### src/rtl/key_tone_pkg.sv
`default_nettype none
// ============================================================================
// Module   : key_tone_pkg
// Brief    : Shared types and helpers for the multi-key tone player.
// Revision : 1.0 - initial release
// ============================================================================
package key_tone_pkg;

    typedef enum logic [0:0] {
        ST_IDLE = 1'b0,
        ST_PLAY = 1'b1
    } tone_state_t;

    // Each key plays one octave above the previous, so its half-period halves.
    function automatic logic [31:0] half_period(input logic [31:0] base,
                                                input logic [2:0]  idx);
        return base >> idx;
    endfunction

    function automatic logic [2:0] lowest_set(input logic [7:0] vec);
        logic [2:0] r_idx;
        r_idx = '0;
        for (int i = 7; i >= 0; i--) begin
            if (vec[i]) r_idx = 3'(i);
        end
        return r_idx;
    endfunction

endpackage
`default_nettype wire

### src/rtl/key_debounce_ch.sv
`default_nettype none
// ============================================================================
// Module   : key_debounce_ch
// Brief    : One key channel: 2-FF synchronizer, debounce counter, press pulse.
// Revision : 1.0 - initial release
// ============================================================================
module key_debounce_ch
    import key_tone_pkg::*;
#(
    parameter int DEBOUNCE_CYC = 1000000
) (
    input  logic sys_clk,
    input  logic sys_rst_n,
    input  logic key_raw,
    output logic key_stable,
    output logic key_press
);

    localparam int C_CNT_W = (DEBOUNCE_CYC > 1) ? $clog2(DEBOUNCE_CYC) : 1;

    logic               r_sync1;
    logic               r_sync2;
    logic               r_stable;
    logic               r_stable_d;
    logic               r_press;
    logic [C_CNT_W-1:0] r_cnt;

    always_ff @(posedge sys_clk) begin
        if (!sys_rst_n) begin
            r_sync1    <= 1'b1;
            r_sync2    <= 1'b1;
            r_stable   <= 1'b1;
            r_stable_d <= 1'b1;
            r_press    <= 1'b0;
            r_cnt      <= '0;
        end else begin
            r_sync1    <= key_raw;
            r_sync2    <= r_sync1;
            r_stable_d <= r_stable;
            r_press    <= r_stable_d & ~r_stable;
            // Any return to the accepted level restarts the stability window.
            if (r_sync2 != r_stable) begin
                if (r_cnt == C_CNT_W'(DEBOUNCE_CYC - 1)) begin
                    r_stable <= r_sync2;
                    r_cnt    <= '0;
                end else begin
                    r_cnt <= r_cnt + C_CNT_W'(1);
                end
            end else begin
                r_cnt <= '0;
            end
        end
    end

    assign key_stable = r_stable;
    assign key_press  = r_press;

endmodule
`default_nettype wire

### src/rtl/key_tone_player.sv
`default_nettype none
// ============================================================================
// Module   : key_tone_player
// Brief    : Debounced multi-key buzzer driver with one-shot or hold tones.
// Revision : 1.0 - initial release
// ============================================================================
module key_tone_player
    import key_tone_pkg::*;
#(
    parameter  int KEY_NUM      = 4,
    parameter  int DEBOUNCE_CYC = 1000000,
    parameter  int BASE_HALF    = 95556,
    parameter  int BEEP_CYC     = 10000000,
    parameter  int HOLD_MODE    = 0,
    localparam int TI_W         = (KEY_NUM > 1) ? $clog2(KEY_NUM) : 1
) (
    input  logic               sys_clk,
    input  logic               sys_rst_n,
    input  logic [KEY_NUM-1:0] key,
    input  logic               mute,
    output logic               beep,
    output logic [KEY_NUM-1:0] key_state,
    output logic               busy,
    output logic [TI_W-1:0]    tone_idx
);

    localparam int C_HALF_W = (BASE_HALF > 1) ? $clog2(BASE_HALF) : 1;
    localparam int C_DUR_W  = (BEEP_CYC > 1) ? $clog2(BEEP_CYC) : 1;

    if (KEY_NUM < 1 || KEY_NUM > 8) begin : g_bad_key_num
        $error("key_tone_player: KEY_NUM must be 1..8");
    end
    if ((BASE_HALF >> (KEY_NUM - 1)) < 1) begin : g_bad_base_half
        $error("key_tone_player: BASE_HALF too small for highest key");
    end

    logic [KEY_NUM-1:0] w_key_state;
    logic [KEY_NUM-1:0] w_press;

    for (genvar gi = 0; gi < KEY_NUM; gi++) begin : g_key
        key_debounce_ch #(
            .DEBOUNCE_CYC(DEBOUNCE_CYC)
        ) u_ch (
            .sys_clk   (sys_clk),
            .sys_rst_n (sys_rst_n),
            .key_raw   (key[gi]),
            .key_stable(w_key_state[gi]),
            .key_press (w_press[gi])
        );
    end

    tone_state_t         r_state;
    logic [TI_W-1:0]     r_tone_idx;
    logic [C_DUR_W-1:0]  r_dur_cnt;
    logic [C_HALF_W-1:0] r_half_cnt;
    logic                r_wave;
    logic                r_beep;
    logic                r_busy;

    logic                w_any_press;
    logic [TI_W-1:0]     w_sel_idx;
    logic [C_HALF_W-1:0] w_half_max;
    logic                w_half_wrap;
    logic                w_wave_next;
    logic                w_exit;

    assign w_any_press = |w_press;
    assign w_sel_idx   = TI_W'(lowest_set(8'(w_press)));
    assign w_half_max  = C_HALF_W'(half_period(32'(BASE_HALF), 3'(r_tone_idx)) - 32'd1);
    assign w_half_wrap = (r_half_cnt == w_half_max);
    assign w_wave_next = w_half_wrap ? ~r_wave : r_wave;
    assign w_exit      = (HOLD_MODE == 0) ? (r_dur_cnt == '0) : w_key_state[r_tone_idx];

    always_ff @(posedge sys_clk) begin
        if (!sys_rst_n) begin
            r_state    <= ST_IDLE;
            r_tone_idx <= '0;
            r_dur_cnt  <= '0;
            r_half_cnt <= '0;
            r_wave     <= 1'b0;
            r_beep     <= 1'b0;
            r_busy     <= 1'b0;
        end else if (w_any_press) begin
            // A fresh press starts (or restarts) a tone and beats any expiry.
            r_state    <= ST_PLAY;
            r_tone_idx <= w_sel_idx;
            r_dur_cnt  <= C_DUR_W'(BEEP_CYC - 1);
            r_half_cnt <= '0;
            r_wave     <= 1'b0;
            r_beep     <= 1'b0;
            r_busy     <= 1'b1;
        end else begin
            case (r_state)
                ST_PLAY: begin
                    if (w_exit) begin
                        r_state    <= ST_IDLE;
                        r_half_cnt <= '0;
                        r_wave     <= 1'b0;
                        r_beep     <= 1'b0;
                        r_busy     <= 1'b0;
                    end else begin
                        r_half_cnt <= w_half_wrap ? '0 : r_half_cnt + C_HALF_W'(1);
                        r_wave     <= w_wave_next;
                        r_beep     <= w_wave_next & ~mute;
                        if (HOLD_MODE == 0) r_dur_cnt <= r_dur_cnt - C_DUR_W'(1);
                    end
                end
                default: begin
                    r_state <= ST_IDLE;
                    r_beep  <= 1'b0;
                    r_busy  <= 1'b0;
                end
            endcase
        end
    end

    assign beep      = r_beep;
    assign busy      = r_busy;
    assign tone_idx  = r_tone_idx;
    assign key_state = w_key_state;

endmodule
`default_nettype wire

### config.mk
export PLATFORM = sky130hd
export DESIGN_NAME = key_tone_player
export DESIGN_NICKNAME = d
export VERILOG_FILES = /design/src/rtl/key_tone_pkg.sv /design/src/rtl/key_debounce_ch.sv /design/src/rtl/key_tone_player.sv
export SDC_FILE = /design/constraint.sdc
export NUM_CORES = 1
export LEC_CHECK = 0
export BUFFER_PORTS_ARGS = -buffer_cell sky130_fd_sc_hd__buf_2
export CORE_MARGIN = 2
export CORE_UTILIZATION = 35
export CTS_BUF_LIST = sky130_fd_sc_hd__clkbuf_16
export DETAILED_ROUTE_END_ITERATION = 8
export PLACE_DENSITY = 0.47
export SLEW_MARGIN = 25
export SYNTH_ARGS = -nofsm -noshare
export SYNTH_HDL_FRONTEND = slang
export SYNTH_HIERARCHICAL = 1
export SYNTH_SLANG_ARGS = --single-unit
### constraint.sdc
create_clock -name sys_clk -period 2.7 [get_ports sys_clk]
set_input_delay 0.135 -clock sys_clk [delete_from_list [all_inputs] [get_ports sys_clk]]
set_output_delay 0.135 -clock sys_clk [all_outputs]
set_load 0.05 [all_outputs]
=== Yosys cells after proc, flatten, opt, wreduce, memory -nomap -nowiden ===
Index checks and enable logic that the tools add are counted.

* Eq/ne operators: 11
* Bitwise operators: 18
* Reductions and logical operators: 15
* Multiplexer cells: 17
* Shifts and indexed selects: 1
* Add/subtract/negate cells: 7

{| class="wikitable"
|+ Operator list
! operator !! number
|-
| 20-bit by 1-bit adder with 20-bit output (second input constant) || 4
|-
| 20-bit == test (second input constant) || 4
|-
| 24-bit two-way mux || 3
|-
| 17-bit two-way mux || 2
|-
| 24-bit logical NOT || 1
|-
| 24-bit by 1-bit subtractor with 24-bit output (second input constant) || 1
|-
| 17-bit by 1-bit adder with 17-bit output (second input constant) || 1
|-
| 17-bit == test || 1
|-
| 17-bit by 2-bit >> shifter with 17-bit output (first input constant) || 1
|-
| 17-bit by 1-bit subtractor with 17-bit output (second input constant) || 1
|-
| 1-bit inverter || 13
|-
| 2-bit AND reduction || 6
|-
| 3-bit OR reduction || 4
|-
| 1-bit two-way mux || 8
|-
| 2-bit two-way mux || 4
|-
| 7-bit OR reduction || 1
|-
| 1-bit AND || 5
|-
| 5-bit OR reduction || 1
|-
| 1-bit inequality test || 4
|-
| 4-bit OR reduction || 1
|-
| 3-bit by 1-bit inequality test with 1-bit output (second input constant) || 1
|-
| 2-bit inequality test (second input constant) || 1
|-
| 2-bit nonzero test || 1
|}

* Input bits: 7
* Logic and storage cells: 101
* Output and inout port bits: 8
* Register bits after elaboration: 147

=== Depth between registers and ports, before layout ===
* Depth after elaboration: 5
* Gate-level depth with buffers: 10

=== Cells and area by module ===
Netlist, hierarchy kept.

{| class="wikitable"
|+ Modules (own cells, without submodules)
! module !! times used !! area an instance (µm²) !! seq. area each (µm²) !! cells an instance
|-
| key_debounce_ch || 4 || 1064.8 || 500.5 || 118
|-
| key_tone_player || 1 || 2612.5 || 940.9 || 312
|}

=== Worst setup path before layout ===
OpenSTA, ideal clock, no wires.

* Path kind: reg2reg
* Start: register r_tone_idx[0], in the netlist tone_idx[0]
* End: register r_half_cnt[8]
* Stages on the path, launching flop included: 11
* Setup time: 122 ps
* Required time: 2578 ps
* Slack: -12 ps
* Data arrival time: 2590 ps
* Cell sequence: dfxtp_1 -> inv_1 -> ha_1 -> xor2_1 -> nand4_1 -> a2111oi_0 -> and4_1 -> buf_2 -> buf_2 -> nor3_1 -> a221o_1

* Longest elaborated chain between the ends: 5

{| class="wikitable"
|+ Ends and longest elaborated chain
! what !! RTL line !! source
|-
| from (decl) || key_tone_player.sv:53 || <nowiki>logic [TI_W-1:0] r_tone_idx;</nowiki>
|-
| from (signal assigned) || key_tone_player.sv:86 || <nowiki>r_tone_idx <= w_sel_idx;</nowiki>
|-
| 17-bit by 2-bit >> shifter with 17-bit output || key_tone_pkg.sv:17 || <nowiki>return base >> idx;</nowiki>
|-
| 17-bit by 1-bit subtractor with 17-bit output || key_tone_player.sv:69 || <nowiki>assign w_half_max = C_HALF_W'(half_period(32'(BASE_HALF), 3'(r_tone_idx)) - 32'd1);</nowiki>
|-
| 17-bit == test || key_tone_player.sv:70 || <nowiki>assign w_half_wrap = (r_half_cnt == w_half_max);</nowiki>
|-
| 17-bit two-way mux || key_tone_player.sv:102 || <nowiki>r_half_cnt <= w_half_wrap ? '0 : r_half_cnt + C_HALF_W'(1);</nowiki>
|-
| 17-bit two-way mux || key_tone_player.sv:95 || <nowiki>if (w_exit) begin</nowiki>
|-
| to (signal assigned) || key_tone_player.sv:102 ||
|-
| to (decl) || key_tone_player.sv:55 || <nowiki>logic [C_HALF_W-1:0] r_half_cnt;</nowiki>
|}

Every way passes these cells.
A chain may end at the register's enable or synchronous reset.

=== Final worst setup path ===
* Start: register r_dur_cnt[7]
* End: register r_half_cnt[4]

* Longest elaborated chain between the ends: 2

{| class="wikitable"
|+ Ends and longest elaborated chain
! what !! RTL line !! source
|-
| from (decl) || key_tone_player.sv:54 || <nowiki>logic [C_DUR_W-1:0] r_dur_cnt;</nowiki>
|-
| from (signal assigned) || key_tone_player.sv:87 || <nowiki>r_dur_cnt <= C_DUR_W'(BEEP_CYC - 1);</nowiki>
|-
| from (signal assigned) || key_tone_player.sv:105 || <nowiki>if (HOLD_MODE == 0) r_dur_cnt <= r_dur_cnt - C_DUR_W'(1);</nowiki>
|-
| 24-bit logical NOT || key_tone_player.sv:72 || <nowiki>assign w_exit = (HOLD_MODE == 0) ? (r_dur_cnt == '0) : w_key_state[r_tone_idx];</nowiki>
|-
| 17-bit two-way mux || key_tone_player.sv:95 ||
|}

Every way passes these cells.

==> summary.txt <==
Synth
  • Synth Area in Adders: 0.0273
  • Flops & latches, synth: ~150
  • Post-Synth XOR/XNOR Area: 0.0994
  • Async set-reset flop share out of synthesis: 0
  • Syn Nets: 806
  • Yosys warns: 6
  • Share of Yosys cell area claimed by the top area cell type: 0.428
  • Netlist Area Pre-Place: 6870 um^2
  • Leading post-synthesis cells by cell area: dfxtp_1 (43%), xnor2_1 (5.5%), nor2_1 (5.2%)
  • Main combinational cell family by area after synthesis: simple AND/OR/NAND/NOR gates
  • Mean post-synth cell area: about 8.8 um^2
  • Post-synthesis mux area share: 0
  • Synth Flop Type: dfxtp_1
  • Post-synth EDFFs: 0
  • Synth Area in Compound Gates: 0.123
  • Yosys cell types: 55
  • Biggest area consumer among synthesized cells: dfxtp_1
  • Synth Instances: 784
  • Simple-gate share of the synthesized area: 0.279
  • Register area share after synthesis: 0.428

Final layout
  • Fillcell total: 1927
  • NumNets Final: around 830
  • Highest-count cells in the layout ignoring fill and taps: dfxtp_1 (146), nor2_1 (95), nand2_1 (53), a21oi_1 (53), xnor2_1 (43)
  • Most common cell after layout, fill and taps aside: dfxtp_1
  • Layout cell share with drive strength beyond 1: 0.106
  • Synthesis-to-layout area growth: 13.4%
  • Antenna cell count: 0

Timing
  • Setup Total Neg Slack: 0 ps
  • Final period util: 0.920
  • Unrepaired setup endpoints after global routing: no
  • Fin worst setup slack: 215 ps
  • Worst-margin pin slew: between 500 and 600 ps
  • Setup violators final: 0
  • Fin crit period: 2490 ps
  • Count of final hold-check violations: 0
  • Fmax: 0.402 GHz
  • Slew Viols, Final: 0
  • Skew final: around 6.4 ps
  • Max_slew headroom: 0.618

Clock network
  • Worst skew pair latency: 410 ps
  • CTS tree: done
  • Worst-path clk slew: 60 ps
  • Clk sinks: 147
  • CTS root buf: clkbuf_16
  • CTS buffer count: 17
  • CTS H-tree depth: 4
  • Maximum clock path buffer count: 2

Power and ir drop
  • Overall power: 4.41 mW
  • Combinational share of power: 0.013
  • Seq pwr share: 0.494
  • Net Sw Frac: 0.218
  • Max rail drop VDD: about 0.0004 V
  • Leakage: 2.58 nW
  • Sw Pwr: 0.961 mW
  • P_int: approximately 3.5 mW
  • Power per Cell Area: 566 nW/um^2
  • Clock Power Share: 0.493

Floorplan
  • Die Y-Extent: around 140 um
  • I/O pins: 15
  • Core Box Area: ~19000 um^2
  • Initial core utilization: 0.355
  • Die width: roughly 140 um
  • Die ar.: 20800 um^2
  • Row Count: 51

Route
  • Vias: 5455
  • Drt first pass iters: 4
  • DRC violations left: 0
  • Drt initial violations: 303
  • Remaining antenna violation count after routing: 0
  • Via density: 5.04
  • WL/cell: 13.0 um
  • Routed wire length: 14100 um

Placement
  • Post-DP HPWL: 9690 um
  • Port bufs: 14
  • Dpl ws: roughly 180 ps
  • Final GP Congestion: 0.862

Critical path
  • Setup Crit Path Kind: reg -> reg
  • Crit path max fanout: 16
  • Worst path arrival time: 2780 ps
  • CP Launch Type: flip-flop
  • Endpoint class of the critical path: flip-flop
  • Critical Path RT: approximately 3000 ps

GRT
  • First-pass GRT wire length: about 24000 um
  • GR Overflow Total: 0
  • GRT Util Overall: 0.144
  • Initial antenna violation count: 0
  • Largest net degree at the start of global routing: 21
  • Number of global-route vias before repair: ~5100

Run
  • Max-cap violations: 0

Outcome
  • Status: completed

Worst hold path
  • HP Class: in -> reg
==> synthesized netlist by cell type, types with 3 or more instances <==
| cell | number |
|---|---|
| nand2b_1 | 12 |
| nand4_2 | 4 |
| and3_1 | 4 |
| a21oi_1 | 53 |
| ha_1 | 15 |
| clkbuf_1 | 15 |
| o31ai_1 | 11 |
| xnor2_1 | 43 |
| a221o_1 | 6 |
| nor4b_1 | 9 |
| or3b_2 | 4 |
| or3_1 | 29 |
| nor3_1 | 38 |
| a211o_1 | 3 |
| o41a_1 | 4 |
| and2_1 | 5 |
| or2_2 | 5 |
| xor2_1 | 35 |
| nor2_1 | 95 |
| a22o_1 | 4 |
| inv_1 | 32 |
| nor4_1 | 7 |
| buf_2 | 7 |
| nand3_1 | 38 |
| dfxtp_1 | 147 |
| buf_6 | 7 |
| nand2_1 | 53 |
| o211ai_4 | 4 |
| nand4_1 | 14 |
| or4_1 | 20 |
| o21ai_0 | 30 |
| or4_4 | 5 |
==> registers in the layout, indices dropped and copies added (netlist names), 4 cells and up <==
register	count
g_key.u_ch/key_stable	4
g_key.u_ch/key_press	4
r_dur_cnt	24
g_key.u_ch/r_cnt	80
r_half_cnt	17
g_key.u_ch/r_sync2	4
g_key.u_ch/r_stable_d	4
g_key.u_ch/r_sync1	4
==> cell families (layout without fill, tap and decap cells) <==
logic type                 Yosys count  in the layout
and+or+nand+nor                    356            356
AOI/OAI and AO/OA                  126            126
buffers and inverters               62             95
adders and majority gates           15             15
xor gates and xnor gates            78             78
DFF                                147            147
==> worst paths after layout <==
kind,slack [ps],to,startpoint,cells past startpoint
min,80,tone_idx[0]$_SDFFE_PN0P_,sys_rst_n,3
min reg2reg,410,g_key[3].u_ch/r_sync2$_SDFF_PN1_,g_key[3].u_ch/r_sync1$_SDFF_PN1_,1
max reg2reg,210,r_half_cnt[4]$_SDFFE_PP0P_,r_dur_cnt[7]$_SDFFE_PP0P_,6
max,210,r_half_cnt[4]$_SDFFE_PP0P_,r_dur_cnt[7]$_SDFFE_PP0P_,6
==> metal layers <==
layer	track usage	up-vias	part of all wire	routed length, um
li1	-	2812	-	-
met1	0.193	2579	0.52	7260
met2	0.227	55	0.44	6270
met3	0.0374	9	0.030	425
met4	0.0459	0	0.0099	139
met5	0	-	0	0
==> cell type report <==
cell class,count,area (um^2),area share
Tap cell,265,332,0.0425
Clock inverter,14,118,0.0151
Sequential cell,147,2940,0.378
Multi-Input combinational cell,575,3640,0.467
Clock buffer,17,425,0.0546
Inverter,32,120,0.0154
Timing Repair Buffer,32,218,0.0279
==> power by group through the flow <==
stage	logic [mW]	registers, mW	clock network [mW]
after floorplan	0.0317	2.23	0
after global placement	0.0516	2.23	0
after detailed placement	0.0531	2.23	0
after CTS	0.0585	2.18	2.25
after global routing	0.0638	2.18	2.35
final	0.0573	2.18	2.18
==> through the flow <==
stage                      util  cells  cell area (um^2)  hold slack [ps]
final                     0.403   1082              7790             76.4
after global routing      0.403   1082              7790             61.9
after CTS                 0.403   1082              7790             58.2
after detailed placement  0.372   1046              7200              304
after global placement    0.372   1046              7200              308
after floorplan               -    784              6870              208
==> repair_timing <==
action,CTS,global route
buffers inserted,0,0
hold buffers,5,0
endpoints found under the hold margin,5,0
gates resized for setup,0,0
==> critical path: stages (launching register included) <==
cell and delay, ps:
dfxtp_1 350, or3_4 400, or3_1 410, or4_4 510, nand3_4 210, nor2_2 150, a221o_1 320
Note: power is estimated with default switching activity, not from simulation.
